### config.mk
export PLATFORM = sky130hd
export DESIGN_NAME = apb_req_master
export DESIGN_NICKNAME = d
export VERILOG_FILES = /design/src/rtl/apb_req_master_pkg.sv /design/src/rtl/apb_timeout_cnt.sv /design/src/rtl/apb_req_master.sv
export SDC_FILE = /design/constraint.sdc
export NUM_CORES = 1
export LEC_CHECK = 0
export BUFFER_PORTS_ARGS = -buffer_cell sky130_fd_sc_hd__buf_4
export CAP_MARGIN = 20
export CORE_MARGIN = 1.5
export CORE_UTILIZATION = 50
export CTS_BUF_LIST = sky130_fd_sc_hd__clkbuf_4
export CTS_CLUSTER_DIAMETER = 200
export DETAILED_ROUTE_END_ITERATION = 8
export PLACE_DENSITY = 0.87
export SYNTH_ARGS = -nofsm -noshare
export SYNTH_HDL_FRONTEND = slang
export SYNTH_SLANG_ARGS = --single-unit
### constraint.sdc
create_clock -name PCLK -period 4.4 [get_ports PCLK]
set_input_delay 0.88 -clock PCLK [delete_from_list [all_inputs] [get_ports PCLK]]
set_output_delay 0.88 -clock PCLK [all_outputs]
set_load 0.005 [all_outputs]
### src/rtl/apb_req_master_pkg.sv
// rtl/apb_req_master_pkg.sv - shared types and constants for the APB request master
package apb_req_master_pkg;

  localparam int APB_DATA_W = 32;

  typedef enum logic [1:0] {
    IDLE   = 2'd0,
    SETUP  = 2'd1,
    ACCESS = 2'd2,
    RESP   = 2'd3
  } state_e;

  // A disabled timeout (0) still needs a legal 1-bit vector for the tie-off.
  function automatic int cnt_width(input int timeout_cycles);
    return (timeout_cycles < 1) ? 1 : $clog2(timeout_cycles + 1);
  endfunction

endpackage

### src/rtl/apb_timeout_cnt.sv
// rtl/apb_timeout_cnt.sv - saturating ACCESS-phase wait counter with expiry flag
module apb_timeout_cnt
  import apb_req_master_pkg::*;
#(
  parameter int TIMEOUT_CYCLES = 256
) (
  input  logic clk_i,
  input  logic rst_i,
  input  logic clr_i,
  input  logic en_i,
  output logic expired_o
);

  localparam int CW = cnt_width(TIMEOUT_CYCLES);

  generate
    if (TIMEOUT_CYCLES == 0) begin : g_off
      logic unused_inputs;
      assign unused_inputs = ^{clk_i, rst_i, clr_i, en_i};
      assign expired_o     = 1'b0;
    end else begin : g_on
      localparam logic [CW-1:0] LAST = CW'(TIMEOUT_CYCLES - 1);
      logic [CW-1:0] cnt_q, cnt_d;

      always_comb begin
        cnt_d = cnt_q;
        if (clr_i) begin
          cnt_d = '0;
        end else if (en_i && (cnt_q != LAST)) begin
          cnt_d = cnt_q + CW'(1);
        end
      end

      always_ff @(posedge clk_i) begin
        if (rst_i) begin
          cnt_q <= '0;
        end else begin
          cnt_q <= cnt_d;
        end
      end

      assign expired_o = (cnt_q == LAST);
    end
  endgenerate

endmodule

### src/rtl/apb_req_master.sv
// rtl/apb_req_master.sv - single-outstanding APB3 initiator with PREADY timeout
module apb_req_master
  import apb_req_master_pkg::*;
#(
  parameter int ADDR_WIDTH     = 16,
  parameter int TIMEOUT_CYCLES = 256
) (
  input  logic                  PCLK,
  input  logic                  PRESET,
  input  logic                  req_valid,
  output logic                  req_ready,
  input  logic                  req_write,
  input  logic [ADDR_WIDTH-1:0] req_addr,
  input  logic [APB_DATA_W-1:0] req_wdata,
  output logic                  rsp_valid,
  input  logic                  rsp_ready,
  output logic [APB_DATA_W-1:0] rsp_rdata,
  output logic                  rsp_err,
  output logic                  rsp_timeout,
  output logic                  PSEL,
  output logic                  PENABLE,
  output logic                  PWRITE,
  output logic [ADDR_WIDTH-1:0] PADDR,
  output logic [APB_DATA_W-1:0] PWDATA,
  output logic [3:0]            DECODE4BIT,
  input  logic                  PREADY,
  input  logic [APB_DATA_W-1:0] PRDATA,
  input  logic                  PSLVERR
);

  state_e                state_q, state_d;
  logic                  pwrite_q, pwrite_d;
  logic [ADDR_WIDTH-1:0] paddr_q, paddr_d;
  logic [APB_DATA_W-1:0] pwdata_q, pwdata_d;
  logic [APB_DATA_W-1:0] rdata_q, rdata_d;
  logic                  err_q, err_d;
  logic                  tmo_q, tmo_d;
  logic                  tmo_clr, tmo_en, tmo_expired;

  assign tmo_clr = (state_q == IDLE) && req_valid;
  assign tmo_en  = (state_q == ACCESS) && !PREADY;

  apb_timeout_cnt #(
    .TIMEOUT_CYCLES(TIMEOUT_CYCLES)
  ) u_timeout_cnt (
    .clk_i    (PCLK),
    .rst_i    (PRESET),
    .clr_i    (tmo_clr),
    .en_i     (tmo_en),
    .expired_o(tmo_expired)
  );

  always_comb begin
    state_d  = state_q;
    pwrite_d = pwrite_q;
    paddr_d  = paddr_q;
    pwdata_d = pwdata_q;
    rdata_d  = rdata_q;
    err_d    = err_q;
    tmo_d    = tmo_q;
    case (state_q)
      IDLE: begin
        if (req_valid) begin
          state_d  = SETUP;
          pwrite_d = req_write;
          paddr_d  = req_addr;
          pwdata_d = req_wdata;
        end
      end
      SETUP: state_d = ACCESS;
      ACCESS: begin
        // PREADY takes priority over an expiry in the same cycle.
        if (PREADY) begin
          state_d = RESP;
          rdata_d = pwrite_q ? '0 : PRDATA;
          err_d   = PSLVERR;
          tmo_d   = 1'b0;
        end else if (tmo_expired) begin
          state_d = RESP;
          rdata_d = '0;
          err_d   = 1'b1;
          tmo_d   = 1'b1;
        end
      end
      RESP: begin
        if (rsp_ready) begin
          state_d = IDLE;
        end
      end
      default: state_d = IDLE;
    endcase
  end

  always_ff @(posedge PCLK) begin
    if (PRESET) begin
      state_q  <= IDLE;
      pwrite_q <= 1'b0;
      paddr_q  <= '0;
      pwdata_q <= '0;
      rdata_q  <= '0;
      err_q    <= 1'b0;
      tmo_q    <= 1'b0;
    end else begin
      state_q  <= state_d;
      pwrite_q <= pwrite_d;
      paddr_q  <= paddr_d;
      pwdata_q <= pwdata_d;
      rdata_q  <= rdata_d;
      err_q    <= err_d;
      tmo_q    <= tmo_d;
    end
  end

  // Held low while PRESET is asserted so no output is active during reset.
  assign req_ready   = (state_q == IDLE) && !PRESET;
  assign PSEL        = (state_q == SETUP) || (state_q == ACCESS);
  assign PENABLE     = (state_q == ACCESS);
  assign rsp_valid   = (state_q == RESP);
  assign PWRITE      = pwrite_q;
  assign PADDR       = paddr_q;
  assign PWDATA      = pwdata_q;
  assign DECODE4BIT  = paddr_q[ADDR_WIDTH-1:ADDR_WIDTH-4];
  assign rsp_rdata   = rdata_q;
  assign rsp_err     = err_q;
  assign rsp_timeout = tmo_q;

endmodule

# Word level (Yosys, flattened, before mapping)
# Cells that the tools add are included.
[word_totals] register_bits=94 in_bits=87 out_inout_bits=91 word_cells=41
[op_classes] add_sub_neg=1 n_eq_ne=8 mux=11 n_reduce_logical=13
[op_table] operator="2-to-1 mux 32 bit" n=3
[op_table] operator="adder 9 x 1 -> 9 bit, second input constant" n=1
[op_table] operator="== test 9 x 8 -> 1 bit, second input constant" n=1
[op_table] operator="inequality test 9 x 8 -> 1 bit, second input constant" n=1
[op_table] operator="2-to-1 mux 2 bit" n=4
[op_table] operator="case mux 2 bit (4 select lines)" n=1
[op_table] operator="== test 2 bit, second input constant" n=2
[op_table] operator="logical AND 1 bit" n=4
[op_table] operator="AND reduction 2 bit" n=2
[op_table] operator="2-to-1 mux 1 bit" n=3
[op_table] operator="inequality test 3 x 1 -> 1 bit, second input constant" n=1
[op_table] operator="AND reduction 3 bit" n=1
[op_table] operator="== test 2 x 1 -> 1 bit, second input constant" n=1
[op_table] operator="logical NOT 1 bit" n=2
[op_table] operator="logical NOT 2 bit" n=1
[op_table] operator="inequality test 2 x 1 -> 1 bit, second input constant" n=1
[op_table] operator="inequality test 2 bit, second input constant" n=1
[op_table] operator="nonzero test 2 bit" n=1
[op_table] operator="OR reduction 2 bit" n=1
[op_table] operator="logical OR 1 bit" n=1

# Logic depth before layout (Yosys ltp)
[logic_depth] word_depth=4 mapped_depth=8 mapped_depth_nobuf=7

# Cells and area by module
# Synthesis repeated with hierarchy kept, for this count alone.
[hier_totals] cells_unflattened=437 area_unflattened_um2=3547.2
[modules_own_cells] module="apb_req_master" instances=1 cells_each=390 area_each_um2=3130.5 seq_area_each_um2=1701.6
[modules_own_cells] module="apb_timeout_cnt" instances=1 cells_each=47 area_each_um2=416.6 seq_area_each_um2=180.2

# Worst setup path after synthesis
# Ideal clock, no wire load.
[synth_timing] kind="in2out" start="in PRESET" end="out req_ready" arrival_time_ns=1.418 t_required_ns=3.520 setup_slack_ns=2.102 stages=3 path_buffers=2 cell_sequence="clkbuf_1 -> clkbuf_1 -> nor2b_1"
[synth_via] elab_chain_cells=2
[synth_lines] item="start, declared" line_no="apb_req_master.sv:9" text="input logic PRESET,"
[synth_lines] item="logical NOT 1 bit" line_no="apb_req_master.sv:115" text="assign req_ready = (state_q == IDLE) && !PRESET;"
[synth_lines] item="logical AND 1 bit" line_no="apb_req_master.sv:115"
[synth_lines] item="end, declared" line_no="apb_req_master.sv:11" text="output logic req_ready,"
# Every way passes these cells.

# Worst setup path after layout
[layout_timing] start="reg state_q[0]" end="out req_ready"
[layout_via] elab_chain_cells=2
[layout_lines] item="start, declared" line_no="apb_req_master.sv:31" text="state_e state_q, state_d;"
[layout_lines] item="start signal, assigned" line_no="apb_req_master.sv:104" text="state_q <= state_d;"
[layout_lines] item="logical NOT 2 bit" line_no="apb_req_master.sv:115"
[layout_lines] item="logical AND 1 bit" line_no="apb_req_master.sv:115"
# Every way passes these cells.

==> results by group <==
Clock tree
  • Num CTS Buffers: 9
  • Post_cts resized: 0
  • H-tree depth: 3
  • Clock transition at path regs: 130 ps
  • Cts hold-fix bufs: 0
  • Worst skew pair latency: 420 ps
  • CTS Sinks: 94
  • CTS tree: done
  • Post-CTS Setup Bufs: 0
  • CTS root buf: clkbuf_4
  • CTS Buffer Depth: 2

Drt
  • Vias/cell: 5.12
  • DR WL met2: 4740 um
  • DRT Pass-1 Iters: 5
  • Metal-1 WL: 3620 um
  • Metal3 WL: 715 um
  • DRC viols: 0
  • Post-Route WL: 9260 um
  • Post-DRT Antenna Nets: 0
  • Top sig layer: met4
  • Routed via count: 3576
  • Initial DRC Count: 179
  • Routed WL per cell: 13.2 um

Power and ir drop
  • Max VDD drop: 0.298 mV
  • Pwr Density: 431 nW/um2
  • Lkg Pwr: 2.13 nW

Synthesis
  • Sequential cell area fraction in the yosys report: 53.7%
  • Cell count after synthesis: 441
  • Synth Flop Type: dfxtp_1
  • Avg Cell Area, Syn: 7.94 um2
  • Post-Syn Area: 3500 um2
  • Area leader, netlist: dfxtp_1
  • Synth unique cells: 31
  • Synthesized net count: 533
  • Number of enable flip-flop cells after synthesis: 0
  • Share of async-settable or async-resettable flops after synthesis: 0%
  • Synth warn: 0
  • Yosys top cell area share: 53.7%
  • Yosys reg bits: 94
  • Top cells by area, synth: dfxtp_1 (54%), nand2_1 (15%), a21oi_1 (13%)

Timing
  • RSZ-0062 raised after global routing: no
  • Endpoints failing hold: 0
  • Worst-margin pin slew: 1020 ps
  • Final setup viols: 0
  • Pins over their slew limit: 0
  • Fmax achieved: 430 MHz
  • Min Tclk post-route: 2320 ps
  • Max-slew headroom: 31.8%
  • Clock Skew: 19.7 ps
  • Tcrit/Tclk final: 52.8%
  • Setup WS post-layout: 2080 ps
  • Setup TNS: 0 ps

Place
  • Port buffer count: 177
  • Pre-CTS setup slack: 1900 ps
  • Gpl congestion: 0.743
  • Post-DP HPWL: 6630 um

Global route
  • Global-route wire length before repair: 14500 um
  • Total track usage: 24.3%
  • Vias in the first global route: 3361
  • Largest net degree at the start of global routing: 88
  • GRT overflow: 0
  • Initial antenna violation count: 0

Setup path
  • Cells along the critical path: inv_1 -> ha_1 -> nor2b_1 -> buf_4
  • Worst path slowest cell: dfxtp_1
  • Worst EP arrival: 1440 ps
  • Reg-to-reg slack, setup: 2120 ps
  • Required time of the worst setup path: 3520 ps
  • CP delay by family, top: flip-flops
  • CP max FO: 6
  • CP endpoint kind: output port
  • CP Launch Type: register
  • Setup CP Type: reg2out
  • Slowest stage delay, CP: 390 ps
  • Worst Path Buf+Inv: 2

Cells and area
  • Layout cells sized above 1: 33.3%
  • Most common cell after layout, fill and taps aside: buf_4
  • N_diodes: 0
  • Nets@finish: 690
  • Area delta synth->final: 42.6%
  • Final Util: 73.5%
  • # fillers: 502
  • Multi-input logic area: 1460 um2
  • Most frequent cells in the layout: buf_4 (180), nand2_1 (139), dfxtp_1 (94)
  • FF/Latch Area: 1880 um2

Floorplanning
  • Die area: 7520 um2
  • Chip height: 86.7 um
  • Starting Density: 51.6%
  • Placeable Area: 6790 um2
  • Chip Width: 86.7 um
  • Boundary Pins: 178
  • Row count: 30

Run
  • # Max-Cap Violations: 0

Run status
  • Outcome: finished, final reports clean

Min path
  • HP Class: reg2reg
-- cell families after synthesis --
logic type      after synthesis  share of synthesized area, %
mux                           1                         0.286
simple gates                198                          24.0
buf+inv                      41                          4.89
flops                        94                          53.7
compound gates              101                          15.1
fa+ha+maj                     5                          1.79
xor+xnor                      1                         0.250
-- cell type report --
class,count,area share (%)
Clock buffer,10,1.50
Clock inverter,6,0.752
Inverter,4,0.301
Multi-Input combinational cell,306,29.2
Sequential cell,94,37.7
Tap cell,96,2.40
Timing Repair Buffer,183,28.2
-- path summary, 6_finish.rpt --
check | start | end | cells past startpoint
worst max register to register | u_timeout_cnt.g_on.cnt_q[0] | u_timeout_cnt.g_on.cnt_q[5] | 7
worst min-delay path | PWDATA[2] | PWDATA[2] | 2
worst max-delay path | state_q[0] | req_ready | 4
worst min register to register | PWDATA[2] | PWDATA[2] | 2
-- cell usage after synthesis, types with 2 or more instances --
master,n
nor3b_1,2
a21oi_1,90
nand2_1,139
a211oi_1,2
clkbuf_1,28
nor3_1,3
o31ai_1,3
inv_1,4
buf_4,4
ha_1,5
or4_1,3
buf_1,3
dfxtp_1,94
nor2b_1,2
nand2b_1,4
buf_2,2
nand3_1,36
nor2_1,4
-- worst min-delay path, cell delays in order (launching register included) --
cell	delay, ps
dfxtp_1	330
nand2_1	50
a21oi_1	50
-- through the flow --
step	hold WS, ps	total power, mW	instance area, um2	cells
2_1_floorplan	443	1.42	3500	441
3_3_place_gp	439	1.73	4820	680
5_1_grt	476	2.29	4990	699
4_1_cts	463	2.16	4970	698
3_5_place_dp	445	1.76	4850	682
6_report	462	2.15	4990	699
-- layer usage --
metal / GRT usage [%] / vias up
met1: 26.4 / 1632
met5: 0 / -
met2: 44.6 / 150
li1: - / 1777
met4: 9.82 / 0
met3: 6.19 / 17
-- flip-flops by register name (all words and copies together) (netlist names) --
register and cells:
PADDR 16, PWDATA 32, u_timeout_cnt.g_on.cnt_q 9, state_q 2
rsp_err 1, rsp_timeout 1, PWRITE 1, rsp_rdata 32
-- power by group --
part / internal [mW] / switching, mW / leakage [nW]
Sequential: 0.969 / 0.0685 / 0.765
Combinational: 0.339 / 0.379 / 1.30
Clock: 0.121 / 0.274 / 0.0602
Note: power is estimated with default switching activity, not from simulation.
